### src/rtl/comp_pkg.sv
// -----------------------------------------------------------------------------
// comp_pkg
// Shared types and helpers for the comparator result monitor.
//   cmp_res_t   : 2-bit code of a comparator outcome (NONE/ST/EQ/LT)
//   mon_state_t : states of the match-lock / fault FSM
//   chk_t       : result of the one-hot flag check (legal bit + decoded code)
//   onehot_chk  : decodes {ST,EQ,LT} into a chk_t
// -----------------------------------------------------------------------------
package comp_pkg;

  typedef enum logic [1:0] {
    CMP_NONE = 2'b00,
    CMP_ST   = 2'b01,
    CMP_EQ   = 2'b10,
    CMP_LT   = 2'b11
  } cmp_res_t;

  typedef enum logic [1:0] {
    S_IDLE  = 2'b00,
    S_HUNT  = 2'b01,
    S_LOCK  = 2'b10,
    S_FAULT = 2'b11
  } mon_state_t;

  typedef struct packed {
    logic     legal;
    cmp_res_t res;
  } chk_t;

  // Exactly one flag set is legal; zero-hot or multi-hot is reported as illegal
  // with a NONE code so callers never act on a bogus outcome.
  function automatic chk_t onehot_chk(input logic st, input logic eq, input logic lt);
    chk_t c;
    c.legal = 1'b1;
    c.res   = CMP_NONE;
    case ({st, eq, lt})
      3'b100:  c.res = CMP_ST;
      3'b010:  c.res = CMP_EQ;
      3'b001:  c.res = CMP_LT;
      default: c.legal = 1'b0;
    endcase
    return c;
  endfunction

endpackage

### src/rtl/comp_monitor_sat_counter.sv
// -----------------------------------------------------------------------------
// sat_counter
// Up-counter that sticks at its all-ones value instead of wrapping.
// Ports:
//   CLK   : clock, rising edge
//   RST_N : asynchronous active-low reset, clears Q
//   CLR   : synchronous clear, has priority over INC
//   INC   : add one this cycle (ignored once saturated)
//   Q     : registered count, W bits
// -----------------------------------------------------------------------------
module sat_counter #(
  parameter int W = 8
) (
  input  logic         CLK,
  input  logic         RST_N,
  input  logic         CLR,
  input  logic         INC,
  output logic [W-1:0] Q
);

  logic [W-1:0] r_q;

  always_ff @(posedge CLK or negedge RST_N) begin
    if (!RST_N) begin
      r_q <= '0;
    end else if (CLR) begin
      r_q <= '0;
    end else if (INC && (r_q != {W{1'b1}})) begin
      r_q <= r_q + W'(1);
    end
  end

  assign Q = r_q;

endmodule

### src/rtl/comp_monitor.sv
// -----------------------------------------------------------------------------
// comp_monitor
// Watches the one-hot result flags of the 4-bit magnitude comparator. Keeps
// saturating per-outcome counts, the code of the last legal outcome, a
// "match lock" indication after RUN_LEN consecutive EQ samples, and a sticky
// fault for illegal flag combinations.
// Ports:
//   CLK, RST_N  : clock (rising edge), asynchronous active-low reset
//   VALID       : flags below are meaningful this cycle
//   ST, EQ, LT  : comparator flags (A<B, A==B, A>B)
//   CLR         : synchronous clear of all state, beats VALID
//   ST_CNT, EQ_CNT, LT_CNT : saturating outcome counts (CNT_W bits)
//   LAST        : code of last legal sample (00 none, 01 ST, 10 EQ, 11 LT)
//   MATCH_LOCK  : FSM is in S_LOCK
//   ERR         : FSM is in S_FAULT
// All outputs are registered; there is no input-to-output combinational path.
// -----------------------------------------------------------------------------
module comp_monitor
  import comp_pkg::*;
#(
  parameter int CNT_W   = 8,
  parameter int RUN_LEN = 3
) (
  input  logic             CLK,
  input  logic             RST_N,
  input  logic             VALID,
  input  logic             ST,
  input  logic             EQ,
  input  logic             LT,
  input  logic             CLR,
  output logic [CNT_W-1:0] ST_CNT,
  output logic [CNT_W-1:0] EQ_CNT,
  output logic [CNT_W-1:0] LT_CNT,
  output logic [1:0]       LAST,
  output logic             MATCH_LOCK,
  output logic             ERR
);

  localparam int               RUN_W   = $clog2(RUN_LEN + 1);
  localparam logic [RUN_W-1:0] RUN_MAX = RUN_W'(RUN_LEN);

  mon_state_t       r_state;
  logic [RUN_W-1:0] r_run_cnt;
  cmp_res_t         r_last;
  logic             r_match_lock;
  logic             r_err;

  chk_t             w_chk;
  logic             w_accept;
  logic [2:0]       w_inc;
  logic [CNT_W-1:0] w_cnt [3];

  assign w_chk = onehot_chk(ST, EQ, LT);

  // A sample is counted only when legal, not discarded by CLR, and the
  // monitor is not frozen in fault.
  assign w_accept = VALID && w_chk.legal && !CLR && (r_state != S_FAULT);

  // Counter index 0: ST, 1: EQ, 2: LT.
  assign w_inc[0] = w_accept && (w_chk.res == CMP_ST);
  assign w_inc[1] = w_accept && (w_chk.res == CMP_EQ);
  assign w_inc[2] = w_accept && (w_chk.res == CMP_LT);

  generate
    for (genvar gi = 0; gi < 3; gi++) begin : g_cnt
      sat_counter #(
        .W(CNT_W)
      ) u_cnt (
        .CLK  (CLK),
        .RST_N(RST_N),
        .CLR  (CLR),
        .INC  (w_inc[gi]),
        .Q    (w_cnt[gi])
      );
    end
  endgenerate

  // Match-lock / fault FSM with registered flag outputs.
  always_ff @(posedge CLK or negedge RST_N) begin
    if (!RST_N) begin
      r_state      <= S_IDLE;
      r_run_cnt    <= '0;
      r_last       <= CMP_NONE;
      r_match_lock <= 1'b0;
      r_err        <= 1'b0;
    end else if (CLR) begin
      r_state      <= S_IDLE;
      r_run_cnt    <= '0;
      r_last       <= CMP_NONE;
      r_match_lock <= 1'b0;
      r_err        <= 1'b0;
    end else if (VALID) begin
      if (!w_chk.legal) begin
        r_state      <= S_FAULT;
        r_match_lock <= 1'b0;
        r_err        <= 1'b1;
      end else begin
        case (r_state)
          S_IDLE, S_HUNT: begin
            r_last <= w_chk.res;
            if (w_chk.res == CMP_EQ) begin
              // run_cnt < RUN_LEN here, so this sample completes the run
              // exactly when run_cnt is one short of RUN_LEN.
              if (r_run_cnt >= (RUN_MAX - RUN_W'(1))) begin
                r_state      <= S_LOCK;
                r_run_cnt    <= RUN_MAX;
                r_match_lock <= 1'b1;
              end else begin
                r_state      <= S_HUNT;
                r_run_cnt    <= r_run_cnt + RUN_W'(1);
                r_match_lock <= 1'b0;
              end
            end else begin
              r_state      <= S_HUNT;
              r_run_cnt    <= '0;
              r_match_lock <= 1'b0;
            end
          end
          S_LOCK: begin
            r_last <= w_chk.res;
            if (w_chk.res == CMP_EQ) begin
              r_run_cnt    <= RUN_MAX;
              r_match_lock <= 1'b1;
            end else begin
              r_state      <= S_HUNT;
              r_run_cnt    <= '0;
              r_match_lock <= 1'b0;
            end
          end
          default: begin
            // S_FAULT: legal samples are ignored until CLR or reset.
            r_state <= S_FAULT;
          end
        endcase
      end
    end
  end

  assign ST_CNT     = w_cnt[0];
  assign EQ_CNT     = w_cnt[1];
  assign LT_CNT     = w_cnt[2];
  assign LAST       = r_last;
  assign MATCH_LOCK = r_match_lock;
  assign ERR        = r_err;

endmodule

### config.mk
export PLATFORM = sky130hd
export DESIGN_NAME = comp_monitor
export DESIGN_NICKNAME = d
export VERILOG_FILES = /design/src/rtl/comp_pkg.sv /design/src/rtl/comp_monitor_sat_counter.sv /design/src/rtl/comp_monitor.sv
export SDC_FILE = /design/constraint.sdc
export NUM_CORES = 1
export LEC_CHECK = 0
export CAP_MARGIN = 20
export CORE_MARGIN = 1
export CORE_UTILIZATION = 55
export CTS_CLUSTER_SIZE = 12
export DETAILED_ROUTE_END_ITERATION = 16
export PLACE_DENSITY = 0.87
export SETUP_SLACK_MARGIN = 0.5
export SLEW_MARGIN = 20
export SYNTH_ARGS = -nofsm -noshare
export SYNTH_HDL_FRONTEND = slang
export SYNTH_SLANG_ARGS = --single-unit
### constraint.sdc
create_clock -name CLK -period 3.2 [get_ports CLK]
set_input_delay 0.48 -clock CLK [delete_from_list [all_inputs] [get_ports CLK]]
set_output_delay 0.48 -clock CLK [all_outputs]
set_load 0.005 [all_outputs]
==> results.toml, run 1 <==
[clock_tree]
cts_max_level = 2
numCtsBuffers = 5
clock-sinks = 32
cts_setup_buffers = 0
clock_latency_ns = 0.33
cts_resized = 0
clk_pin_slew_ns = 0.09
clk_root_buffer_cell = "clkbuf_4"
cts_tree = "yes"
cts_max_path_buffers = 2
postCtsHoldBufs = 0

[sta]
skew_ns = 0.007438
hold_ws_ns = 0.5239
tightest_slew_ns = 0.9895
max_freq_ghz = 0.4061
hold_viol = 0
tns_ns = 0
finalSetupViolCount = 0
drv_slew = 0
maxSlewHeadroom = 0.3397
rsz0062_at_grt = "false"
setup_ws_ns = 0.7378
final.period_utilization = 0.7695
fin_crit_ns = 2.462

[setup_path]
critPathCaptureType = "flop"
path_delay_family = "simple AND/OR/NAND/NOR gates"
startpoint_type = "primary input"
crit_path_max_fanout = 11
path_buf_inv = 1
crit_slowest_cell = "clkdlybuf4s50_1"
cpPeakStageDelay_ns = 0.62
critPathKind = "in -> reg"
arrival_ns = 2.72
worstPathCellList = "clkdlybuf4s50_1 -> or3b_4 -> a2111o_1 -> or4_1 -> a21oi_1"
required_ns = 3.46

[route]
route.vias.total = 1587
first_pass_iters = 4
vias_per_cell = 6.104
routed_wl_um = 3854
drcViolationCount = 0
antenna_left = 0
drtIter0Drc = 75
routedWlPerCell_um = 14.82

[layout]
nets = 225
fin_area_um2 = 2162
drive_gt1_frac = 0.06944
seqCellArea_um2 = 800.8
multi_input_area_um2 = 865.8
diodes = 0
fillers = 258
area_growth_pct = 21.78

[synth]
ys_types = 45
synthArstFlopShare = 1.000
ys.flop_type = "dfrtp_1"
avgSynthCellArea_um2 = 9.755
syn_nets = 192
synth-edff-count = 0
yosys.area.top_type_share = 0.4510
synth-seq-area-share = 0.4510
synth_area_leaders = "dfrtp_1 (45%), a21oi_1 (6.2%), o31ai_1 (3.4%), nand3_1 (3.1%), o21ai_0 (3.1%)"
synth-seq-cells = 32
yosys_warnings = 0
yosysTopAreaCell = "dfrtp_1"
syn_area_um2 = 1775
syn_inst = 182

[floorplan]
rows = 20
dieArea_um2 = 3459
core-area_um2 = 3053
initial_core_util = 0.5816
dieHeight_um = 58.82
io-pin-count = 35
die_w_um = 58.82

[global_route]
grt_pass1_wl_um = 6555
antenna_found_initial = 0
grt_max_degree = 33
grt_overflow_total = 0
grt_pass1_vias = 1453
gr-usage-all-layers = 0.2545

[placement]
dpl.hpwl_um = 2647
numPortBuffers = 34
dpl-instance-area_um2 = 2103
pre_cts_slack_ns = 0.3947
gp_congestion = 0.8398

[power]
ir_worst_vdd_mv = 0.2083
p_per_area_nw_per_um2 = 334.7
cellLeakagePower_nw = 0.8489

[outcome]
outcome = "complete, no violations"

[flow_run]
maxCapViolCount = 0

[min_path]
min_path_type = "reg -> reg"
## Yosys cell counts, drive strengths merged (2+ instances only)
master and number:
inv 5, dfrtp 32, o31ai 8, or3b 3
clkbuf 6, buf 4, or3 6, o311ai 3
nor3b 2, o41ai 3, o21ai 11, nor3 2
or4 7, ha 3, a21oi 22, mux2i 3
and4 2, and3 5, nor2 7, nand4 2
nand3 11, nand2 13, a211oi 3, xor2 2
## per-stage QoR
step / total power (W) / std cells / utilization
after global placement: 0.0004887 / 252 / 0.6889
after CTS: 0.0007307 / 260 / 0.7082
after detailed placement: 0.0004910 / 252 / 0.6889
after global routing: 0.0007585 / 260 / 0.7082
final: 0.0007237 / 260 / 0.7082
after floorplan: 0.0004641 / 182 / -
## kinds of logic (layout without fill, tap and decap cells)
| group | count (synthesis) | in the layout | share of synthesized area |
|---|---|---|---|
| xor+xnor | 3 | 3 | 0.01480 |
| compound gates | 63 | 63 | 0.2382 |
| flops | 32 | 32 | 0.4510 |
| buf+inv | 16 | 50 | 0.06131 |
| simple gates | 62 | 62 | 0.1966 |
| mux | 3 | 3 | 0.01691 |
| fa+ha+maj | 3 | 3 | 0.02114 |
## state kept, by name, indices dropped and copies added (netlist names)
| register | cells |
|---|---|
| r_state | 2 |
| g_cnt.u_cnt.Q | 24 |
| r_run_cnt | 2 |
| ERR | 1 |
| MATCH_LOCK | 1 |
| LAST | 2 |
## per-layer routing
metal,global-route usage,vias up,wire length [um]
li1,-,769,-
met1,0.3668,769,1859
met2,0.3636,39,1754
met3,0.07692,10,180
met4,0.08844,0,59
met5,0,-,0
## tightest hold or removal path, delay by kind of cell (launching register included)
family | cells | cell delay (ns)
DFF | 1 | 0.36
and+or+nand+nor | 1 | 0.08
AOI/OAI and AO/OA | 1 | 0.04
## final timing paths
kind                                          start             endpoint  slack [ns]  cells past startpoint
worst max-delay path                             ST  g_cnt[0].u_cnt.Q[5]        0.74                      5
worst max register to register  g_cnt[0].u_cnt.Q[0]  g_cnt[0].u_cnt.Q[5]        1.00                      5
worst min register to register                  ERR                  ERR        0.52                      2
max in group asynchronous                     RST_N         r_run_cnt[1]        2.38                      2
worst min-delay path                            ERR                  ERR        0.52                      2
min in group asynchronous                     RST_N  g_cnt[0].u_cnt.Q[7]        0.53                      2
## cells in the final DEF (no fill, tap or decap), types with 3 or more instances in the layout
| cell type | Yosys | layout |
|---|---|---|
| clkdlybuf4s50_1 | 0 | 34 |
| dfrtp_1 | 32 | 32 |
| a21oi_1 | 22 | 22 |
| nand2_1 | 13 | 13 |
| nand3_1 | 11 | 11 |
| o21ai_0 | 11 | 11 |
| o31ai_1 | 8 | 8 |
| nor2_1 | 7 | 7 |
| or4_1 | 7 | 7 |
| and3_1 | 5 | 5 |
| inv_1 | 5 | 5 |
| or3_1 | 5 | 5 |
| clkbuf_4 | 1 | 5 |
| mux2i_1 | 3 | 3 |
| a211oi_1 | 3 | 3 |
| o311ai_0 | 3 | 3 |
| o41ai_1 | 3 | 3 |
| ha_1 | 3 | 3 |
| buf_4 | 0 | 3 |
## layout make-up
| cell class | instances | area share |
|---|---|---|
| tap | 44 | 0.02546 |
| timing repair buffer | 37 | 0.1678 |
| clock buffer | 8 | 0.02720 |
| sequential | 32 | 0.3704 |
| inverter | 5 | 0.008681 |
| multi-input combinational | 134 | 0.4005 |
## power by group
group	total [W]	internal (W)	switching, W
Clock	0.000241	0.000108	0.000133
Sequential	0.000416	0.000410	0.00000612
Combinational	0.0000670	0.0000275	0.0000395
Note: power is estimated with default switching activity, not from simulation.
==> run 2, diff against run 1 <==
--- a/config.mk
+++ b/config.mk
@@ -7,10 +7,10 @@
 export LEC_CHECK = 0
 export CAP_MARGIN = 20
 export CORE_MARGIN = 1
-export CORE_UTILIZATION = 55
+export CORE_UTILIZATION = 46
 export CTS_CLUSTER_SIZE = 12
 export DETAILED_ROUTE_END_ITERATION = 16
-export PLACE_DENSITY = 0.87
+export PLACE_DENSITY = 0.78
 export SETUP_SLACK_MARGIN = 0.5
 export SLEW_MARGIN = 20
 export SYNTH_ARGS = -nofsm -noshare
==> constraint.sdc (replaced) <==
create_clock -name CLK -period 2.2 [get_ports CLK]
set_input_delay 0.33 -clock CLK [delete_from_list [all_inputs] [get_ports CLK]]
set_output_delay 0.33 -clock CLK [all_outputs]
set_load 0.005 [all_outputs]
==> results.toml, run 2 (same netlist as run 1, synthesis figures left out) <==
[sta]
hold_ws_ns = 0.4383
setup_ws_ns = 0.2787
rsz0062_at_grt = "true"
fin_crit_ns = 1.921
tightest_slew_ns = 0.4213
final.period_utilization = 0.8733
hold_viol = 0
finalSetupViolCount = 0
skew_ns = 0.004674
drv_slew = 0
tns_ns = 0
max_freq_ghz = 0.5205
maxSlewHeadroom = 0.7192

[floorplan]
initial_core_util = 0.4813
dieArea_um2 = 4112
dieHeight_um = 64.13
die_w_um = 64.13
core-area_um2 = 3689
rows = 22
io-pin-count = 35

[layout]
nets = 261
diodes = 0
largest_reg_flops = 24
layout_common_cells = "buf_4 (36), clkdlybuf4s50_1 (30), dfrtp_1 (29)"
drive_gt1_frac = 0.3254
final_common_cell = "buf_4"
area_growth_pct = 48.48

[global_route]
gr-usage-all-layers = 0.2321
grt_pass1_vias = 1615
antenna_found_initial = 0
grt_pass1_wl_um = 7265
grt_overflow_total = 0
grt_max_degree = 33

[setup_path]
cpPeakStageDelay_ns = 0.49
crit_path_max_fanout = 4
startpoint_type = "flop"
required_ns = 2.42
crit_slowest_cell = "or4_1"
arrival_ns = 2.14
critPathKind = "reg -> reg"
critPathCaptureType = "flop"
worstPathCellList = "ha_4 -> and3_4 -> a2111o_1 -> or4_1 -> a21oi_1"

[clock_tree]
cts_max_path_buffers = 2
cts_tree = "yes"
clk_pin_slew_ns = 0.07
clock_latency_ns = 0.29
postCtsHoldBufs = 0
numCtsBuffers = 5
clk_root_buffer_cell = "clkbuf_8"
clock-sinks = 32
cts_max_level = 2

[power]
cellLeakagePower_nw = 1.055
ir_worst_vdd_mv = 0.3263
p_per_area_nw_per_um2 = 462.8

[placement]
numPortBuffers = 34
gp_congestion = 0.7873
dpl.hpwl_um = 2761
pre_cts_slack_ns = -0.1019

[min_path]
min_path_type = "in -> async"

[route]
drcViolationCount = 0
vias_per_cell = 5.907
routed_wl_um = 4676
first_pass_iters = 4
drtIter0Drc = 143
antenna_left = 0
routedWlPerCell_um = 15.59
route.vias.total = 1772

[flow_run]
maxCapViolCount = 0

[outcome]
outcome = "complete, no violations"
[run 2: cell types whose count changed in the layout (fill, tap and decap cells not counted), moves of 4 or more]
cell             before  now
buf_4                 3   36
a21oi_1              22   16
a21oi_2               0    6
clkbuf_4              5    0
clkbuf_8              1    6
clkdlybuf4s50_1      34   30
dlygate4sd2_1         0    4
[run 2: cell type report]
cell class	instances	area [um2]
clock buffer	6	82.58
clock inverter	2	10.01
fill	286	1052
inverter	5	18.77
multi-input combinational	134	1021
sequential	32	804.5
tap	48	60.06
timing repair buffer	73	639.4
[run 2: final timing paths]
path | endpoint | start | depth (start not counted) | slack, ns
setup / recovery | g_cnt[0].u_cnt.Q[5] | g_cnt[0].u_cnt.Q[1] | 5 | 0.28
hold / removal | g_cnt[0].u_cnt.Q[4] | RST_N | 2 | 0.44
setup reg to reg | g_cnt[0].u_cnt.Q[5] | g_cnt[0].u_cnt.Q[1] | 5 | 0.28
hold reg to reg | ERR | ERR | 2 | 0.50
max in group asynchronous | r_state[0] | RST_N | 2 | 1.44
min in group CLK | ERR | ERR | 2 | 0.50
[run 2: metrics by stage]
step	std cells	power [W]	instance area, um2	utilization
final	300	0.001220	2636	0.7147
after global routing	300	0.001267	2636	0.7147
after CTS	292	0.001212	2456	0.6659
after detailed placement	274	0.0007355	2257	0.6119
after global placement	274	0.0007343	2257	0.6119
after floorplan	182	0.0006769	1793	-
[run 2: what timing repair did]
| action | CTS | global route |
|---|---|---|
| setup endpoints to repair | 24 | 23 |
| buffers inserted | 10 | 8 |
| pin swaps | 6 | 13 |
| resized for setup | 13 | 26 |
[run 2: critical path, delay by kind of cell, from the launching register on]
kind	cells	cell delay, ns
flip-flops	1	0.41
adder cells (fa/ha/maj)	1	0.17
AND/OR/NAND/NOR	2	0.65
AO/OA/AOI/OAI	2	0.61
[run 2: routing by layer]
metal / vias to the layer above / track usage / share of wire
met5: - / 0 / 0
met4: 0 / 0.1111 / 0.018
met3: 8 / 0.04107 / 0.046
met2: 42 / 0.3843 / 0.48
met1: 880 / 0.2928 / 0.46
li1: 842 / - / -
[run 2: power breakdown]
part | internal, W | leakage (nW) | switching, W | total (W)
clock network | 0.000249 | 0.0510 | 0.000225 | 0.000475
logic | 0.0000655 | 0.566 | 0.0000738 | 0.000139
registers | 0.000597 | 0.439 | 0.00000951 | 0.000606
==> run 3, diff against run 2 <==
--- a/config.mk
+++ b/config.mk
@@ -7,10 +7,10 @@
 export LEC_CHECK = 0
 export CAP_MARGIN = 20
 export CORE_MARGIN = 1
-export CORE_UTILIZATION = 46
+export CORE_UTILIZATION = 51
 export CTS_CLUSTER_SIZE = 12
 export DETAILED_ROUTE_END_ITERATION = 16
-export PLACE_DENSITY = 0.78
+export PLACE_DENSITY = 0.82
 export SETUP_SLACK_MARGIN = 0.5
 export SLEW_MARGIN = 20
 export SYNTH_ARGS = -nofsm -noshare
==> constraint.sdc (replaced) <==
create_clock -name CLK -period 2 [get_ports CLK]
set_input_delay 0.3 -clock CLK [delete_from_list [all_inputs] [get_ports CLK]]
set_output_delay 0.3 -clock CLK [all_outputs]
set_load 0.005 [all_outputs]
==> results.toml, run 3 (same netlist as run 1, synthesis figures left out) <==
[layout]
largest_reg_flops = 24
layout_common_cells = "buf_4 (54), dlygate4sd2_1 (25), dfrtp_1 (23)"
final_common_cell = "buf_4"
drive_gt1_frac = 0.5069
fin_cells = 334
diodes = 0
nets = 298
fillers = 112
area_growth_pct = 74.07

[floorplan]
dieHeight_um = 61
core-area_um2 = 3337
dieArea_um2 = 3721
io-pin-count = 35
die_w_um = 61
initial_core_util = 0.5321
rows = 21

[sta]
drv_slew = 0
setup_ws_ns = -0.04279
max_freq_ghz = 0.4895
finalSetupViolCount = 1
rsz0062_at_grt = "true"
skew_ns = 0.02606
fin_crit_ns = 2.043
maxSlewHeadroom = 0.7188
final.period_utilization = 1.021
hold_viol = 0
tightest_slew_ns = 0.4218
tns_ns = -0.04279

[global_route]
antenna_found_initial = 0
gr-usage-all-layers = 0.3485
grt_max_degree = 33
grt_pass1_wl_um = 9273
grt_overflow_total = 0
grt_pass1_vias = 1991

[power]
p_per_area_nw_per_um2 = 428.0
cellLeakagePower_nw = 1.434
ir_worst_vdd_mv = 0.4087

[placement]
dpl.hpwl_um = 3181
numPortBuffers = 34
placed_cells = 279
gp_congestion = 0.8196

[route]
drcViolationCount = 0
first_pass_iters = 5
routedWlPerCell_um = 23.78
routed_wl_um = 7942
antenna_left = 0
drtIter0Drc = 244
vias_per_cell = 6.790
route.vias.total = 2268

[setup_path]
reg2reg_depth = 5
r2r_end = "g_cnt[0].u_cnt.Q[4]"
critPathKind = "reg -> reg"
arrival_ns = 2.30
critPathCaptureType = "flop"
r2r-start = "g_cnt[0].u_cnt.Q[4]"
crit_path_max_fanout = 8
startpoint_type = "flop"
required_ns = 2.26
reg2reg_slack_ns = -0.04

[outcome]
violations = "negative setup slack"
outcome = "finished with violations"

[clock_tree]
clock_latency_ns = 0.37
clock-sinks = 32
postCtsHoldBufs = 0
cts_tree = "yes"
numCtsBuffers = 5
clk_pin_slew_ns = 0.13
clk_root_buffer_cell = "clkbuf_4"
cts_max_level = 2
cts_max_path_buffers = 2

[min_path]
min_path_type = "in -> async"

[flow_run]
maxCapViolCount = 0
## run 3: power by group
part	internal [W]	switching, W	leakage [nW]
logic	0.0000931	0.000113	0.968
clock network	0.000199	0.000253	0.0374
registers	0.000656	0.00000833	0.429
total	0.000948	0.000374	1.43
## run 3: worst max path at each step
stage                              from  cells after the start                  end  slack (ns)
finish              g_cnt[0].u_cnt.Q[4]                      5  g_cnt[0].u_cnt.Q[4]       -0.04
detailed placement                   ST                      5  g_cnt[0].u_cnt.Q[5]       -0.30
CTS                 g_cnt[0].u_cnt.Q[1]                      5  g_cnt[0].u_cnt.Q[5]        0.09
global route        g_cnt[0].u_cnt.Q[1]                      6  g_cnt[0].u_cnt.Q[4]       -0.07
floorplan                            EQ                      6  g_cnt[0].u_cnt.Q[7]        0.05
global placement                     ST                      6  g_cnt[0].u_cnt.Q[3]       -0.22
## run 3: cell type report
type | count | area, um2 | share of cell area
repair buffers | 109 | 940.9 | 0.3045
inverters | 5 | 18.77 | 0.006073
well taps | 46 | 57.56 | 0.01862
multi-input cells | 135 | 1196 | 0.3870
clock buffers | 7 | 65.06 | 0.02105
flip-flops and latches | 32 | 812.0 | 0.2628
## run 3: stage by stage
step | cell area [um2] | setup slack, ns | hold slack [ns] | utilization | total power (W)
2_1_floorplan | 1856 | 0.05131 | 0.004409 | - | 0.0007491
3_3_place_gp | 2349 | -0.2168 | 0.4804 | 0.7038 | 0.0008136
3_5_place_dp | 2349 | -0.2985 | 0.5130 | 0.7038 | 0.0008187
4_1_cts | 2839 | 0.09149 | 0.3727 | 0.8508 | 0.001264
5_1_grt | 3090 | -0.07241 | 0.3711 | 0.9261 | 0.001351
6_report | 3090 | -0.04279 | 0.3365 | 0.9261 | 0.001323
## run 3: routing by layer
layer,wire [um],up-vias,track usage
li1,-,916,-
met1,2875,1093,0.3976
met2,3853,187,0.6264
met3,619,72,0.06823
met4,593,0,0.1623
met5,0,-,0
## run 3: critical path: stages (launching register included)
cell	delay, ns
dfrtp_1	0.48
and4_1	0.25
a2111o_1	0.50
buf_4	0.20
or3_1	0.35
a21oi_1	0.19
## run 3: what timing repair did
| action | CTS | global route |
|---|---|---|
| resized for setup | 70 | 48 |
| pin swaps | 13 | 23 |
| setup buffers | 37 | 10 |
| cloned | 1 | 0 |
| endpoints found under the setup margin | 56 | 34 |
